==> config.mk <==
export PLATFORM = sky130hd
export DESIGN_NAME = mem_req_master_flat
export DESIGN_NICKNAME = d
export VERILOG_FILES = /design/src/rtl/mem_req_master_pkg.sv /design/src/rtl/mem_req_master_if.sv /design/src/rtl/mem_cmd_fifo.sv /design/src/rtl/mem_req_master.sv /design/src/flat_wrapper.sv
export SDC_FILE = /design/constraint.sdc
export NUM_CORES = 1
export LEC_CHECK = 0
export CAP_MARGIN = 20
export CORE_UTILIZATION = 45
export CTS_BUF_LIST = sky130_fd_sc_hd__clkbuf_8
export DETAILED_ROUTE_END_ITERATION = 7
export GPL_TIMING_DRIVEN = 0
export HOLD_SLACK_MARGIN = 0.15
export PLACE_DENSITY = 0.76
export RECOVER_POWER = 25
export SLEW_MARGIN = 20
export SYNTH_ARGS = -nofsm -noshare
export SYNTH_HDL_FRONTEND = slang
export SYNTH_HIERARCHICAL = 1
export SYNTH_SLANG_ARGS = --single-unit
==> constraint.sdc <==
create_clock -name clk -period 3.4 [get_ports clk]
set_clock_uncertainty 0.15 [all_clocks]
set_input_delay 0.51 -clock clk [delete_from_list [all_inputs] [get_ports clk]]
set_output_delay 0.51 -clock clk [all_outputs]
set_load 0.02 [all_outputs]
==> src/rtl/mem_req_master_pkg.sv <==
// Shared types and widths for the memory request master and its command FIFO.
// Latency: n/a (types only).
// Backpressure: n/a (types only).
package mem_req_master_pkg;

    localparam int ADDR_W = 4;
    localparam int DATA_W = 32;

    typedef enum logic [1:0] {
        IDLE = 2'd0,
        REQ  = 2'd1,
        GAP  = 2'd2
    } state_t;

    typedef struct packed {
        logic              rnw;
        logic [ADDR_W-1:0] addr;
        logic [DATA_W-1:0] wdata;
    } mem_cmd_t;

endpackage

==> src/rtl/mem_req_master_if.sv <==
// Command, response and memory-side signals of the memory request master.
// Latency: n/a (wiring only).
// Backpressure: n/a; master = requester block, slave = its environment.
interface mem_req_master_if;
    import mem_req_master_pkg::*;

    // command port
    logic              cmd_valid_i;
    logic              cmd_ready_o;
    logic              cmd_rnw_i;
    logic [ADDR_W-1:0] cmd_addr_i;
    logic [DATA_W-1:0] cmd_wdata_i;
    // response port
    logic              rsp_valid_o;
    logic              rsp_ready_i;
    logic              rsp_rnw_o;
    logic [DATA_W-1:0] rsp_rdata_o;
    logic              rsp_err_o;
    // memory port
    logic              mem_req_o;
    logic              mem_rnw_o;
    logic [ADDR_W-1:0] mem_addr_o;
    logic [DATA_W-1:0] mem_wdata_o;
    logic              mem_ready_i;
    logic [DATA_W-1:0] mem_rdata_i;

    modport master (
        input  cmd_valid_i, cmd_rnw_i, cmd_addr_i, cmd_wdata_i,
        input  rsp_ready_i, mem_ready_i, mem_rdata_i,
        output cmd_ready_o, rsp_valid_o, rsp_rnw_o, rsp_rdata_o, rsp_err_o,
        output mem_req_o, mem_rnw_o, mem_addr_o, mem_wdata_o
    );

    modport slave (
        output cmd_valid_i, cmd_rnw_i, cmd_addr_i, cmd_wdata_i,
        output rsp_ready_i, mem_ready_i, mem_rdata_i,
        input  cmd_ready_o, rsp_valid_o, rsp_rnw_o, rsp_rdata_o, rsp_err_o,
        input  mem_req_o, mem_rnw_o, mem_addr_o, mem_wdata_o
    );

endinterface

==> src/rtl/mem_cmd_fifo.sv <==
// Synchronous FIFO of mem_cmd_t; pop_dat shows the head combinationally.
// Latency: a pushed entry is visible at the head one cycle after the push.
// Backpressure: push ignored when full, pop ignored when empty.
// Ports: clk, reset (async active-low), push/push_dat, pop/pop_dat, full, empty.
module mem_cmd_fifo
    import mem_req_master_pkg::*;
#(
    parameter int DEPTH = 4
) (
    input  logic     clk,
    input  logic     reset,
    input  logic     push,
    input  mem_cmd_t push_dat,
    input  logic     pop,
    output mem_cmd_t pop_dat,
    output logic     full,
    output logic     empty
);

    localparam int AW = $clog2(DEPTH);
    localparam logic [AW:0] PTR_ONE = {{AW{1'b0}}, 1'b1};

    mem_cmd_t    store [DEPTH];
    // one extra wrap bit separates full from empty when the indices match
    logic [AW:0] wr_ptr;
    logic [AW:0] rd_ptr;
    logic        do_push;
    logic        do_pop;

    assign do_push = push & ~full;
    assign do_pop  = pop & ~empty;

    always_ff @(posedge clk or negedge reset) begin
        if (!reset) begin
            wr_ptr <= '0;
            rd_ptr <= '0;
        end else begin
            if (do_push) wr_ptr <= wr_ptr + PTR_ONE;
            if (do_pop)  rd_ptr <= rd_ptr + PTR_ONE;
        end
    end

    always_ff @(posedge clk) begin
        if (do_push) store[wr_ptr[AW-1:0]] <= push_dat;
    end

    assign pop_dat = store[rd_ptr[AW-1:0]];
    assign full    = (wr_ptr[AW] != rd_ptr[AW]) && (wr_ptr[AW-1:0] == rd_ptr[AW-1:0]);
    assign empty   = (wr_ptr == rd_ptr);

endmodule

==> src/rtl/mem_req_master.sv <==
// Queues read/write commands and drives one level-held memory request at a time.
// Latency: push -> mem_req_o after 1 idle cycle; 3-cycle minimum command spacing.
// Backpressure: cmd_ready_o = !full; a new request waits until the response slot frees.
// Ports: clk, reset (async active-low), bus (mem_req_master_if.master: cmd, rsp, mem).
// Optional MEM_REQ_MASTER_TIMEOUT_EN: abort a request after TIMEOUT cycles without ready.
module mem_req_master
    import mem_req_master_pkg::*;
#(
    parameter int ADDR_W    = mem_req_master_pkg::ADDR_W,
    parameter int DATA_W    = mem_req_master_pkg::DATA_W,
`ifdef MEM_REQ_MASTER_TIMEOUT_EN
    parameter int TIMEOUT   = 32,
`endif
    parameter int CMD_DEPTH = 4
) (
    input  logic               clk,
    input  logic               reset,
    mem_req_master_if.master   bus
);

    state_t            state;
    state_t            state_nxt;
    mem_cmd_t          cmd_in;
    mem_cmd_t          head;
    logic              fifo_full;
    logic              fifo_empty;
    logic              push;
    logic              pop;
    logic              done;
    logic              finish;
    logic              rsp_free;
    logic              ready_en;

    logic              mem_rnw_q;
    logic [ADDR_W-1:0] mem_addr_q;
    logic [DATA_W-1:0] mem_wdata_q;
    logic              rsp_valid_q;
    logic              rsp_rnw_q;
    logic [DATA_W-1:0] rsp_rdata_q;

`ifdef MEM_REQ_MASTER_TIMEOUT_EN
    localparam logic [7:0] TO_LAST = 8'(TIMEOUT - 1);
    logic [7:0] wait_cnt;
    logic       abort;
    logic       rsp_err_q;
`endif

    // Keeps cmd_ready_o low during reset and until the first clock after release.
    always_ff @(posedge clk or negedge reset) begin
        if (!reset) ready_en <= 1'b0;
        else        ready_en <= 1'b1;
    end

    assign bus.cmd_ready_o = ready_en & ~fifo_full;
    assign push            = bus.cmd_valid_i & bus.cmd_ready_o;
    assign cmd_in          = '{rnw: bus.cmd_rnw_i, addr: bus.cmd_addr_i, wdata: bus.cmd_wdata_i};

    mem_cmd_fifo #(
        .DEPTH    (CMD_DEPTH)
    ) u_fifo (
        .clk      (clk),
        .reset    (reset),
        .push     (push),
        .push_dat (cmd_in),
        .pop      (pop),
        .pop_dat  (head),
        .full     (fifo_full),
        .empty    (fifo_empty)
    );

    // The slot counts as free when the current response is accepted this cycle.
    assign rsp_free = ~rsp_valid_q | bus.rsp_ready_i;

    always_ff @(posedge clk or negedge reset) begin
        if (!reset) state <= IDLE;
        else        state <= state_nxt;
    end

    always_comb begin
        state_nxt = state;
        pop       = 1'b0;
        done      = 1'b0;
`ifdef MEM_REQ_MASTER_TIMEOUT_EN
        abort     = 1'b0;
`endif
        case (state)
            IDLE: begin
                if (!fifo_empty && rsp_free) begin
                    pop       = 1'b1;
                    state_nxt = REQ;
                end
            end
            REQ: begin
                // ready wins over a timeout landing in the same cycle
                if (bus.mem_ready_i) begin
                    done      = 1'b1;
                    state_nxt = GAP;
                end
`ifdef MEM_REQ_MASTER_TIMEOUT_EN
                else if (wait_cnt == TO_LAST) begin
                    abort     = 1'b1;
                    state_nxt = GAP;
                end
`endif
            end
            // request low for one cycle so the memory sees a fresh rising edge
            GAP:     state_nxt = IDLE;
            default: state_nxt = IDLE;
        endcase
    end

`ifdef MEM_REQ_MASTER_TIMEOUT_EN
    assign finish = done | abort;

    always_ff @(posedge clk or negedge reset) begin
        if (!reset)                                  wait_cnt <= '0;
        else if (pop)                                wait_cnt <= '0;
        else if (state == REQ && !bus.mem_ready_i)   wait_cnt <= wait_cnt + 8'd1;
    end

    always_ff @(posedge clk or negedge reset) begin
        if (!reset)      rsp_err_q <= 1'b0;
        else if (finish) rsp_err_q <= abort;
    end

    assign bus.rsp_err_o = rsp_err_q;
`else
    assign finish        = done;
    assign bus.rsp_err_o = 1'b0;
`endif

    // Memory-side registers load only on pop, so they hold through REQ.
    always_ff @(posedge clk or negedge reset) begin
        if (!reset) begin
            mem_rnw_q   <= 1'b0;
            mem_addr_q  <= '0;
            mem_wdata_q <= '0;
        end else if (pop) begin
            mem_rnw_q   <= head.rnw;
            mem_addr_q  <= head.addr;
            mem_wdata_q <= head.wdata;
        end
    end

    always_ff @(posedge clk or negedge reset) begin
        if (!reset) begin
            rsp_valid_q <= 1'b0;
            rsp_rnw_q   <= 1'b0;
            rsp_rdata_q <= '0;
        end else if (finish) begin
            rsp_valid_q <= 1'b1;
            rsp_rnw_q   <= mem_rnw_q;
            rsp_rdata_q <= (mem_rnw_q && done) ? bus.mem_rdata_i : '0;
        end else if (rsp_valid_q && bus.rsp_ready_i) begin
            rsp_valid_q <= 1'b0;
        end
    end

    assign bus.mem_req_o   = (state == REQ);
    assign bus.mem_rnw_o   = mem_rnw_q;
    assign bus.mem_addr_o  = mem_addr_q;
    assign bus.mem_wdata_o = mem_wdata_q;
    assign bus.rsp_valid_o = rsp_valid_q;
    assign bus.rsp_rnw_o   = rsp_rnw_q;
    assign bus.rsp_rdata_o = rsp_rdata_q;

endmodule

==> src/flat_wrapper.sv <==
// flat-port wrapper written by rule: the top's interface ports become plain ports
module mem_req_master_flat import mem_req_master_pkg::*;
#(
    parameter int ADDR_W    = mem_req_master_pkg::ADDR_W,
    parameter int DATA_W    = mem_req_master_pkg::DATA_W,

    parameter int CMD_DEPTH = 4
)
  (clk, reset, bus_cmd_valid_i, bus_cmd_rnw_i, bus_cmd_addr_i, bus_cmd_wdata_i, bus_rsp_ready_i, bus_mem_ready_i, bus_mem_rdata_i, bus_cmd_ready_o, bus_rsp_valid_o, bus_rsp_rnw_o, bus_rsp_rdata_o, bus_rsp_err_o, bus_mem_req_o, bus_mem_rnw_o, bus_mem_addr_o, bus_mem_wdata_o);
  mem_req_master_if bus_i ();
  input  logic clk;
  input  logic reset;
  input wire logic [$bits(bus_i.cmd_valid_i)-1:0] bus_cmd_valid_i;
  input wire logic [$bits(bus_i.cmd_rnw_i)-1:0] bus_cmd_rnw_i;
  input wire logic [$bits(bus_i.cmd_addr_i)-1:0] bus_cmd_addr_i;
  input wire logic [$bits(bus_i.cmd_wdata_i)-1:0] bus_cmd_wdata_i;
  input wire logic [$bits(bus_i.rsp_ready_i)-1:0] bus_rsp_ready_i;
  input wire logic [$bits(bus_i.mem_ready_i)-1:0] bus_mem_ready_i;
  input wire logic [$bits(bus_i.mem_rdata_i)-1:0] bus_mem_rdata_i;
  output wire logic [$bits(bus_i.cmd_ready_o)-1:0] bus_cmd_ready_o;
  output wire logic [$bits(bus_i.rsp_valid_o)-1:0] bus_rsp_valid_o;
  output wire logic [$bits(bus_i.rsp_rnw_o)-1:0] bus_rsp_rnw_o;
  output wire logic [$bits(bus_i.rsp_rdata_o)-1:0] bus_rsp_rdata_o;
  output wire logic [$bits(bus_i.rsp_err_o)-1:0] bus_rsp_err_o;
  output wire logic [$bits(bus_i.mem_req_o)-1:0] bus_mem_req_o;
  output wire logic [$bits(bus_i.mem_rnw_o)-1:0] bus_mem_rnw_o;
  output wire logic [$bits(bus_i.mem_addr_o)-1:0] bus_mem_addr_o;
  output wire logic [$bits(bus_i.mem_wdata_o)-1:0] bus_mem_wdata_o;
  assign bus_i.cmd_valid_i = bus_cmd_valid_i;
  assign bus_i.cmd_rnw_i = bus_cmd_rnw_i;
  assign bus_i.cmd_addr_i = bus_cmd_addr_i;
  assign bus_i.cmd_wdata_i = bus_cmd_wdata_i;
  assign bus_i.rsp_ready_i = bus_rsp_ready_i;
  assign bus_i.mem_ready_i = bus_mem_ready_i;
  assign bus_i.mem_rdata_i = bus_mem_rdata_i;
  assign bus_cmd_ready_o = bus_i.cmd_ready_o;
  assign bus_rsp_valid_o = bus_i.rsp_valid_o;
  assign bus_rsp_rnw_o = bus_i.rsp_rnw_o;
  assign bus_rsp_rdata_o = bus_i.rsp_rdata_o;
  assign bus_rsp_err_o = bus_i.rsp_err_o;
  assign bus_mem_req_o = bus_i.mem_req_o;
  assign bus_mem_rnw_o = bus_i.mem_rnw_o;
  assign bus_mem_addr_o = bus_i.mem_addr_o;
  assign bus_mem_wdata_o = bus_i.mem_wdata_o;
  mem_req_master #(.ADDR_W(ADDR_W), .DATA_W(DATA_W), .CMD_DEPTH(CMD_DEPTH)) u_core (.clk(clk), .reset(reset), .bus(bus_i));
endmodule
== Word level (Yosys, flattened, before mapping) ==
Memory sizes are Yosys's and may differ from the RTL's. A register that Yosys moved wholly into a read port is not among the register bits.
Cells that the tools add are included.

* Muxes and demuxes: 12
* Shifts and indexed selects: 0
* Bitwise operators: 8
* Magnitude comparators: 0
* Divide/modulo/power cells: 0
* Multiply operators: 0
* Reduce and logical (&&, ||, !) cells: 9
* Add/subtract/negate cells: 2
* Equal/unequal tests: 6

{| class="wikitable"
|+ Operator list
! cell !! count
|-
| $mux 32 || 1
|-
| $mux 1 || 8
|-
| $add 3x1->3 const B || 2
|-
| $and 1x1->1 || 4
|-
| $logic_and 1x1->1 || 4
|-
| $mux 2 || 2
|-
| $pmux 2 s2 || 1
|-
| $eq 3x3->1 || 1
|-
| $not 1->1 || 3
|-
| $eq 2x1->1 const B || 1
|-
| $eq 2x2->1 || 1
|-
| $logic_not 1->1 || 2
|-
| $logic_not 2->1 || 1
|-
| $ne 2x1->1 const B || 1
|-
| $ne 2x2->1 const B || 1
|-
| $reduce_and 2->1 || 1
|-
| $reduce_bool 2->1 || 1
|-
| $ne 1x1->1 || 1
|-
| $or 1x1->1 || 1
|}

* Input port bits: 74
* Memories kept: 1
* Bits in read-only memories: 0
* Bits in registers: 43
* Bits in latches: 0
* Memory bits (writable): 148

{| class="wikitable"
|+ Memories
! name !! depth !! bits a word !! read ports !! clocked after Yosys merged registers in !! write ports !! RTL line !! source
|-
| u_core.u_fifo.store || 4 || 37 || 1 || 1 || 1 || mem_cmd_fifo.sv:23 || <nowiki>mem_cmd_t store [DEPTH];</nowiki>
|}

== Longest topological paths before layout ==
Gate-level depths: netlist of the first run.

* Word-level depth: 8
* Mapped depth: 11
* Depth with buffers taken out: 8

== Modules after synthesis ==
The synthesis of the first run kept the hierarchy.

{| class="wikitable"
|+ By module, submodules not included
! module !! instances !! area each (µm²) !! cells each
|-
| mem_cmd_fifo || 1 || 5836.8 || 243
|-
| mem_req_master || 1 || 2865.2 || 237
|}

== Least setup slack after synthesis of the first run ==
Ideal clock, no wire load.

* Path kind: register to register
* From: register u_core.u_fifo.wr_ptr[0]
* To: memory u_core/u_fifo/store[3][0] in the netlist's numbering (enable)
* Slack: 0.054 ns
* Buffers on the path: 0
* Stages on the path, launching flop included: 8
* Clock period less this slack: 3.346 ns
* Arrival time: 2.783 ns
* Cells stage by stage: dfrtp_1 -> xnor2_1 -> nand3_1 -> inv_1 -> nor2b_1 -> and2_1 -> nand2_1 -> a31oi_2

* Cells in the longest elaborated chain, start to end: 8

{| class="wikitable"
|+ Ends and longest elaborated chain
! what !! RTL line !! source
|-
| start, declared || mem_cmd_fifo.sv:25 || <nowiki>logic [AW:0] wr_ptr;</nowiki>
|-
| start signal, assigned || mem_cmd_fifo.sv:38 || <nowiki>if (do_push) wr_ptr <= wr_ptr + PTR_ONE;</nowiki>
|-
| $eq 2x2->1 || mem_cmd_fifo.sv:48 || <nowiki>assign full = (wr_ptr[AW] != rd_ptr[AW]) && (wr_ptr[AW-1:0] == rd_ptr[AW-1:0]);</nowiki>
|-
| $logic_and 1x1->1 || mem_cmd_fifo.sv:48 ||
|-
| via u_core.fifo_full || mem_req_master.sv:25 || <nowiki>logic fifo_full;</nowiki>
|-
| $not 1->1 || mem_req_master.sv:54 || <nowiki>assign bus.cmd_ready_o = ready_en & ~fifo_full;</nowiki>
|-
| $and 1x1->1 || mem_req_master.sv:54 ||
|-
| via bus_cmd_ready_o || flat_wrapper.sv:20 || <nowiki>output wire logic [$bits(bus_i.cmd_ready_o)-1:0] bus_cmd_ready_o;</nowiki>
|-
| $and 1x1->1 || mem_req_master.sv:55 || <nowiki>assign push = bus.cmd_valid_i & bus.cmd_ready_o;</nowiki>
|-
| via u_core.push || mem_req_master.sv:27 || <nowiki>logic push;</nowiki>
|-
| $and 1x1->1 || mem_cmd_fifo.sv:30 || <nowiki>assign do_push = push & ~full;</nowiki>
|-
| $mux 1 || mem_cmd_fifo.sv:44 || <nowiki>if (do_push) store[wr_ptr[AW-1:0]] <= push_dat;</nowiki>
|-
| $mux 1 (implied by the code) || mem_cmd_fifo.sv:44 ||
|-
| end, declared || mem_cmd_fifo.sv:23 ||
|}

The timed path passes the listed nets, and every way through them passes these cells.

== Worst setup path after layout of the first run ==
* From: register u_core.u_fifo.wr_ptr[0]
* To: output bus_cmd_ready_o

* Cells in the longest elaborated chain, start to end: 4

{| class="wikitable"
|+ Ends and longest elaborated chain
! what !! RTL line
|-
| $eq 2x2->1 || mem_cmd_fifo.sv:48
|-
| $logic_and 1x1->1 || mem_cmd_fifo.sv:48
|-
| via u_core.fifo_full || mem_req_master.sv:25
|-
| $not 1->1 || mem_req_master.sv:54
|-
| $and 1x1->1 || mem_req_master.sv:54
|-
| end, declared || flat_wrapper.sv:20
|}

The timed path passes the listed nets, and every way through them passes these cells.

==> impl_metrics.yaml, run 1 <==
yosys:
  synthArstFlopShare_pct: 35.1
  synth_most_common_cell: "edfxtp_1"
  synth_ff_type: "edfxtp_1"
  yosysTopAreaCell: "edfxtp_1"
  yosysSeqAreaShare_pct: 74.1
  synth_top_area_share_pct: 51.1
  ys_types: 32
  syn_nets: 559
  synthCells: 480
  synth_edf_count: 148
  synth_area_um2: 8700
  ys_seq_elements: 228
  synth_common_cells: "edfxtp_1 (148), dfrtp_1 (80), nand2_1 (67), mux4_2 (37), o21ai_0 (33)"
  ys.warnings.count: 6
  synth_area_leaders: "edfxtp_1 (51%), dfrtp_1 (23%), mux4_2 (9.6%)"
  avgSynthCellArea_um2: 18.1
routing:
  routedWlPerCell_um: 18.4
  post-route-drc-count: 0
  via_per_inst: 5.02
  antenna_left: 0
  dr.pass1.iters: 4
  drt_iter0_drc: 204
  finalWirelength_um: 17700
  vias: 4851
global_route:
  grt_pass1_vias: 5208
  grt_overflow: 0
  grt_pass1_wl_um: 27800
  antenna_found_initial: 5
  grt_usage_pct: 18.5
  grt_max_degree: 47
floorplanning:
  core_area_um2: 18800
  initial_core_util_pct: 46.2
  rows: 50
  design.die.area_um2: 19900
  io_pins: 148
  die_w_um: 141
  die_h_um: 141
critical_path:
  path_cells: "xnor2_1 > nand3_1 > inv_1 > nor2b_1 > clkdlybuf4s50_1"
  crit_type: "reg -> out"
  arrival_ns: 2.45
  slowest_delay_ns: 0.54
  worst-path-buf-inv: 2
  cp-start-kind: "register"
  path_max_fanout: 6
  cp_slowest_cell: "clkdlybuf4s50_1"
  crit_required_ns: 2.74
  crit_family: "buffers and inverters"
  end_kind: "output port"
timing:
  tns_ns: 0
  layout_worst_path_cycle_share_pct: 91.3
  tightest_slew_ns: 0.725
  hold_ws_ns: 0.333
  grt_setup_unrepaired: "no"
  slew_headroom_pct: 51.7
  drv_slew: 0
  finalHoldViolCount: 0
  max_freq_mhz: 322
  period_needed_ns: 3.11
  finalSetupViolations: 0
outcome:
  outcome: "finished clean"
cts:
  cts_buffers: 38
  path_clk_slew_ns: 0.07
  cts_resized: 0
  cts_setup_buffers: 0
  cts_max_level: 2
  cts-root-buf: "clkbuf_8"
  cts_sinks: 228
  clock_path_buffers: 3
  clk_latency_ns: 0.52
  cts_tree: "done"
pwr:
  cellPowerDensity_nw_per_um2: 911
  p_leak_uw: 0.00428
  ir_drop_mv: 0.449
min_path:
  hold_class: "reg -> reg"
layout:
  fin_cells: 966
  area_growth_pct: 31.2
  design_area_um2: 11400
  final_util_pct: 60.6
  drive_gt1_share_pct: 20.9
  nFillCells: 1375
  nets: 752
place:
  place_congestion: 0.843
  io_buffers: 146
  place_area_um2: 10700
  dpl.hpwl_um: 11700
  dp.cells: 892
run:
  maxCapViolCount: 0
metal layers:
layer	vias up	routed length [µm]	part of all wire [%]	GRT usage, %
met1	2439	7440	42	22.7
met2	182	8890	50	32.3
met3	32	1050	5.9	4.86
li1	2196	-	-	-
met4	2	334	1.9	5.61
met5	-	13	0.073	0
path summary, 6_finish.rpt:
path / start / to / slack [ns] / cells past startpoint
max reg2reg: u_core/u_fifo/wr_ptr[0] / u_core/u_fifo/store[3][9] / 0.38 / 9
min: u_core/bus.rsp_rdata_o[7] / u_core/bus.rsp_rdata_o[7] / 0.33 / 2
min in group asynchronous: reset / u_core/bus.rsp_rdata_o[24] / 0.38 / 2
min reg2reg: u_core/bus.rsp_rdata_o[7] / u_core/bus.rsp_rdata_o[7] / 0.33 / 2
max in group asynchronous: reset / u_core/bus.rsp_rdata_o[7] / 2.08 / 3
max: u_core/u_fifo/wr_ptr[0] / bus_cmd_ready_o / 0.29 / 5
area by class of cell:
type                    instances  area (µm²)  area share (%)
plain buffers                  26         158            1.38
inverters                       7        26.3           0.230
clock buffers                  42         578            5.06
flip-flops and latches        228        6450            56.4
repair buffers                153        1630            14.2
well taps                     260         325            2.85
multi-input cells             219        2080            18.3
diodes                          4        10.0          0.0877
clock inverters                27         165            1.45
stage by stage:
step,setup slack (ns),power (µW)
5_1_grt,0.150,11000
2_1_floorplan,0.0540,6540
6_report,0.295,10400
4_1_cts,0.258,10600
3_3_place_gp,-1.52,8030
3_5_place_dp,0.360,8210
worst register-to-register path, stage by stage (launching register included):
cell	delay (ns)
dfrtp_1	0.56
xnor2_1	0.24
nand3_1	0.20
inv_1	0.06
nor2b_1	0.18
and2_1	0.27
nand2_1	0.13
a31oi_4	0.50
buf_16	0.23
buf_16	0.19
cells in the final DEF, fill, tap and decap left out, drive strengths merged:
| cell | n |
|---|---|
| edfxtp | 148 |
| clkdlybuf4s50 | 111 |
| dfrtp | 80 |
| nand2 | 67 |
| clkbuf | 56 |
| mux2 | 38 |
| mux4 | 37 |
| dlygate4sd3 | 35 |
| o21ai | 33 |
| inv | 30 |
| buf | 19 |
| xnor2 | 5 |
| o31ai | 5 |
| ha | 5 |
| diode | 4 |
| nand2b | 4 |
| a21oi | 4 |
| xor2 | 4 |
| and3 | 3 |
| bufinv | 2 |
| nor2b | 2 |
| conb | 2 |
| nor3 | 2 |
| a211oi | 2 |
| clkinvlp | 1 |
| clkinv | 1 |
| and2 | 1 |
| or4 | 1 |
| nand3b | 1 |
| nand3 | 1 |
| a31oi | 1 |
| a21boi | 1 |
flip-flops by register name (all words and copies together), names as in the netlist:
register	cells
u_core/bus.rsp_valid_o	1
u_core/ready_en	1
u_core/state	2
u_core/bus.mem_wdata_o	32
u_core/bus.rsp_rnw_o	1
u_core/u_fifo/rd_ptr	3
u_core/bus.mem_addr_o	4
u_core/bus.rsp_rdata_o	32
u_core/u_fifo/wr_ptr	3
u_core/bus.mem_rnw_o	1
u_core/u_fifo/store	148
what timing repair did:
item	CTS	global route
endpoints found under the hold margin	34	0
hold buffers	1	0
endpoints found under the setup margin	0	0
power by group:
part           total [µW]  switching [µW]  internal, µW
Combinational        4080            2020          2050
Sequential           4020             344          3680
Clock                2310            1020          1290
cell families (layout without fill, tap and decap cells):
kind of cell	after synthesis	count (layout)	share of synthesized area, %
AOI/OAI and AO/OA	46	46	2.96
adders and majority gates	5	5	0.719
muxes	75	75	14.8
other	2	6	0.0863
buffers and inverters	33	255	2.11
DFF	228	228	74.1
and+or+nand+nor	82	82	4.00
xor gates and xnor gates	9	9	1.21
No activity file was read; power rests on OpenSTA's default activity.
==> run 2: changes to the inputs <==
--- a/config.mk
+++ b/config.mk
@@ -6,6 +6,7 @@
 export NUM_CORES = 1
 export LEC_CHECK = 0
 export CAP_MARGIN = 20
+export CORE_MARGIN = 2
 export CORE_UTILIZATION = 45
 export CTS_BUF_LIST = sky130_fd_sc_hd__clkbuf_8
 export DETAILED_ROUTE_END_ITERATION = 7
@@ -13,6 +14,7 @@
 export HOLD_SLACK_MARGIN = 0.15
 export PLACE_DENSITY = 0.76
 export RECOVER_POWER = 25
+export REMOVE_ABC_BUFFERS = 1
 export SLEW_MARGIN = 20
 export SYNTH_ARGS = -nofsm -noshare
 export SYNTH_HDL_FRONTEND = slang
==> run 2 against run 1 <==
  * Via count fell by 2.5%
  * Count of clock-buffer cells in the layout rose by 6
  * Combinational power fell by 5.1%
  * Non-clock buffer count fell by 21
  * Fmax fell by 3.3%
  * Die area rose by 2.9%
  * Critical endpoint unchanged
  * Largest cell class unchanged
  * Largest power group is now sequential cells
==> impl_metrics.yaml, run 2 (synthesized netlist as in run 1, its figures left out) <==
outcome:
  outcome: "finished clean"
cts:
  cts_buffers: 38
  clock_path_buffers: 3
  path_clk_slew_ns: 0.06
  clk_latency_ns: 0.50
  cts_sinks: 228
  cts_tree: "done"
  cts-root-buf: "clkbuf_8"
  cts_max_level: 2
timing:
  layout_worst_path_cycle_share_pct: 94.5
  slew_headroom_pct: 33.4
  grt_setup_unrepaired: "no"
  finalSetupViolations: 0
  worst_slack_ns: 0.188
  max_freq_mhz: 311
  finalHoldViolCount: 0
  period_needed_ns: 3.21
  tightest_slew_ns: 0.999
  tns_ns: 0
  drv_slew: 0
global_route:
  antenna_found_initial: 2
  grt_pass1_wl_um: 26400
  grt_overflow: 0
  grt_usage_pct: 17.1
  grt_max_degree: 53
  grt_pass1_vias: 5072
pwr:
  p_leak_uw: 0.00424
  p_int_uw: 7010
  ir_drop_mv: 0.503
  combPwrFrac_pct: 37.4
  switching_power_uw: 3320
  clock_power_share_pct: 22.6
  cellPowerDensity_nw_per_um2: 909
  switching_share_pct: 32.1
  p_seq_share_pct: 39.9
layout:
  area_growth_pct: 30.5
  nets: 731
  drive_gt1_share_pct: 22.1
  mostFrequentLayoutCells: "edfxtp_1 (148), clkdlybuf4s50_1 (110), dfrtp_1 (78), nand2_1 (67), clkbuf_8 (48)"
  design_area_um2: 11400
  largest_reg_flops: 148
  final_util_pct: 60.3
  final_common_cell: "edfxtp_1"
routing:
  finalWirelength_um: 17100
  vias: 4731
  drt_iter0_drc: 209
  routedWlPerCell_um: 18.2
  dr.pass1.iters: 4
  post-route-drc-count: 0
  antenna_left: 0
  via_per_inst: 5.02
floorplanning:
  initial_core_util_pct: 46.2
  rows: 50
  die_h_um: 143
  core_area_um2: 18800
  die_w_um: 143
  io_pins: 148
  design.die.area_um2: 20500
place:
  place_area_um2: 10600
  place_congestion: 0.804
  dpl.hpwl_um: 10900
  dp_slack_ns: 0.234
  io_buffers: 146
min_path:
  hold_class: "reg -> reg"
critical_path:
  cp-start-kind: "register"
  crit_required_ns: 2.74
  end_kind: "output port"
  crit_type: "reg -> out"
  path_max_fanout: 24
  arrival_ns: 2.55
run:
  maxCapViolCount: 0
-- run 2: cell type report --
class                      instances  area, µm²
multi-input combinational        219       2100
tap                              260        325
clock buffer                      48        661
inverter                           7       26.3
fill                            1363       7470
timing repair buffer             158       1680
antenna                            2       5.00
sequential                       228       6450
clock inverter                    20        105
-- run 2: path summary, 6_finish.rpt --
check                                          startpoint                          to  slack [ns]  cells past startpoint
max in group asynchronous                           reset     u_core/u_fifo/rd_ptr[0]        2.12                      3
min in group asynchronous                           reset  u_core/bus.rsp_rdata_o[16]        0.37                      2
worst max-delay path              u_core/u_fifo/rd_ptr[1]             bus_cmd_ready_o        0.19                      6
worst max register to register    u_core/u_fifo/rd_ptr[1]     u_core/u_fifo/rd_ptr[2]        0.40                      7
worst min register to register  u_core/bus.rsp_rdata_o[4]   u_core/bus.rsp_rdata_o[4]        0.33                      2
worst min-delay path            u_core/bus.rsp_rdata_o[4]   u_core/bus.rsp_rdata_o[4]        0.33                      2
-- run 2: power by group through the flow --
| stage | Sequential (µW) | Clock [µW] | Combinational, µW |
|---|---|---|---|
| final | 4120 | 2340 | 3870 |
| after global routing | 4200 | 2550 | 4160 |
| after CTS | 4130 | 2420 | 3920 |
| after detailed placement | 4240 | 0 | 3820 |
| after global placement | 4330 | 0 | 3530 |
| after floorplan | 4720 | 0 | 1680 |
-- run 2: critical path, stage by stage, from the launching register on --
cell             delay (ns)
dfrtp_4                0.63
buf_12                 0.24
xnor2_2                0.20
nand3_1                0.16
inv_1                  0.06
nor2b_1                0.14
clkdlybuf4s50_1        0.62
-- run 2: layer usage --
metal / share of wire [%] / GRT usage, %
met1: 42 / 21.0
met2: 49 / 28.8
met3: 7.6 / 5.33
met4: 1.6 / 5.68
met5: 0.076 / 0
-- run 2: timing repair --
action	4_1_cts	5_1_grt
endpoints found under the hold margin	28	0
resized for setup	2	1
setup endpoints to repair	1	1
pin swaps	0	0
hold buffers	1	0
setup buffers	1	0
-- run 2: through the flow --
step	power, µW	std cells	hold WS [ns]
2_1_floorplan	6400	454	0.0644
6_report	10300	942	0.326
3_5_place_dp	8060	870	0.322
5_1_grt	10900	941	0.362
4_1_cts	10500	940	0.334
3_3_place_gp	7860	860	0.312
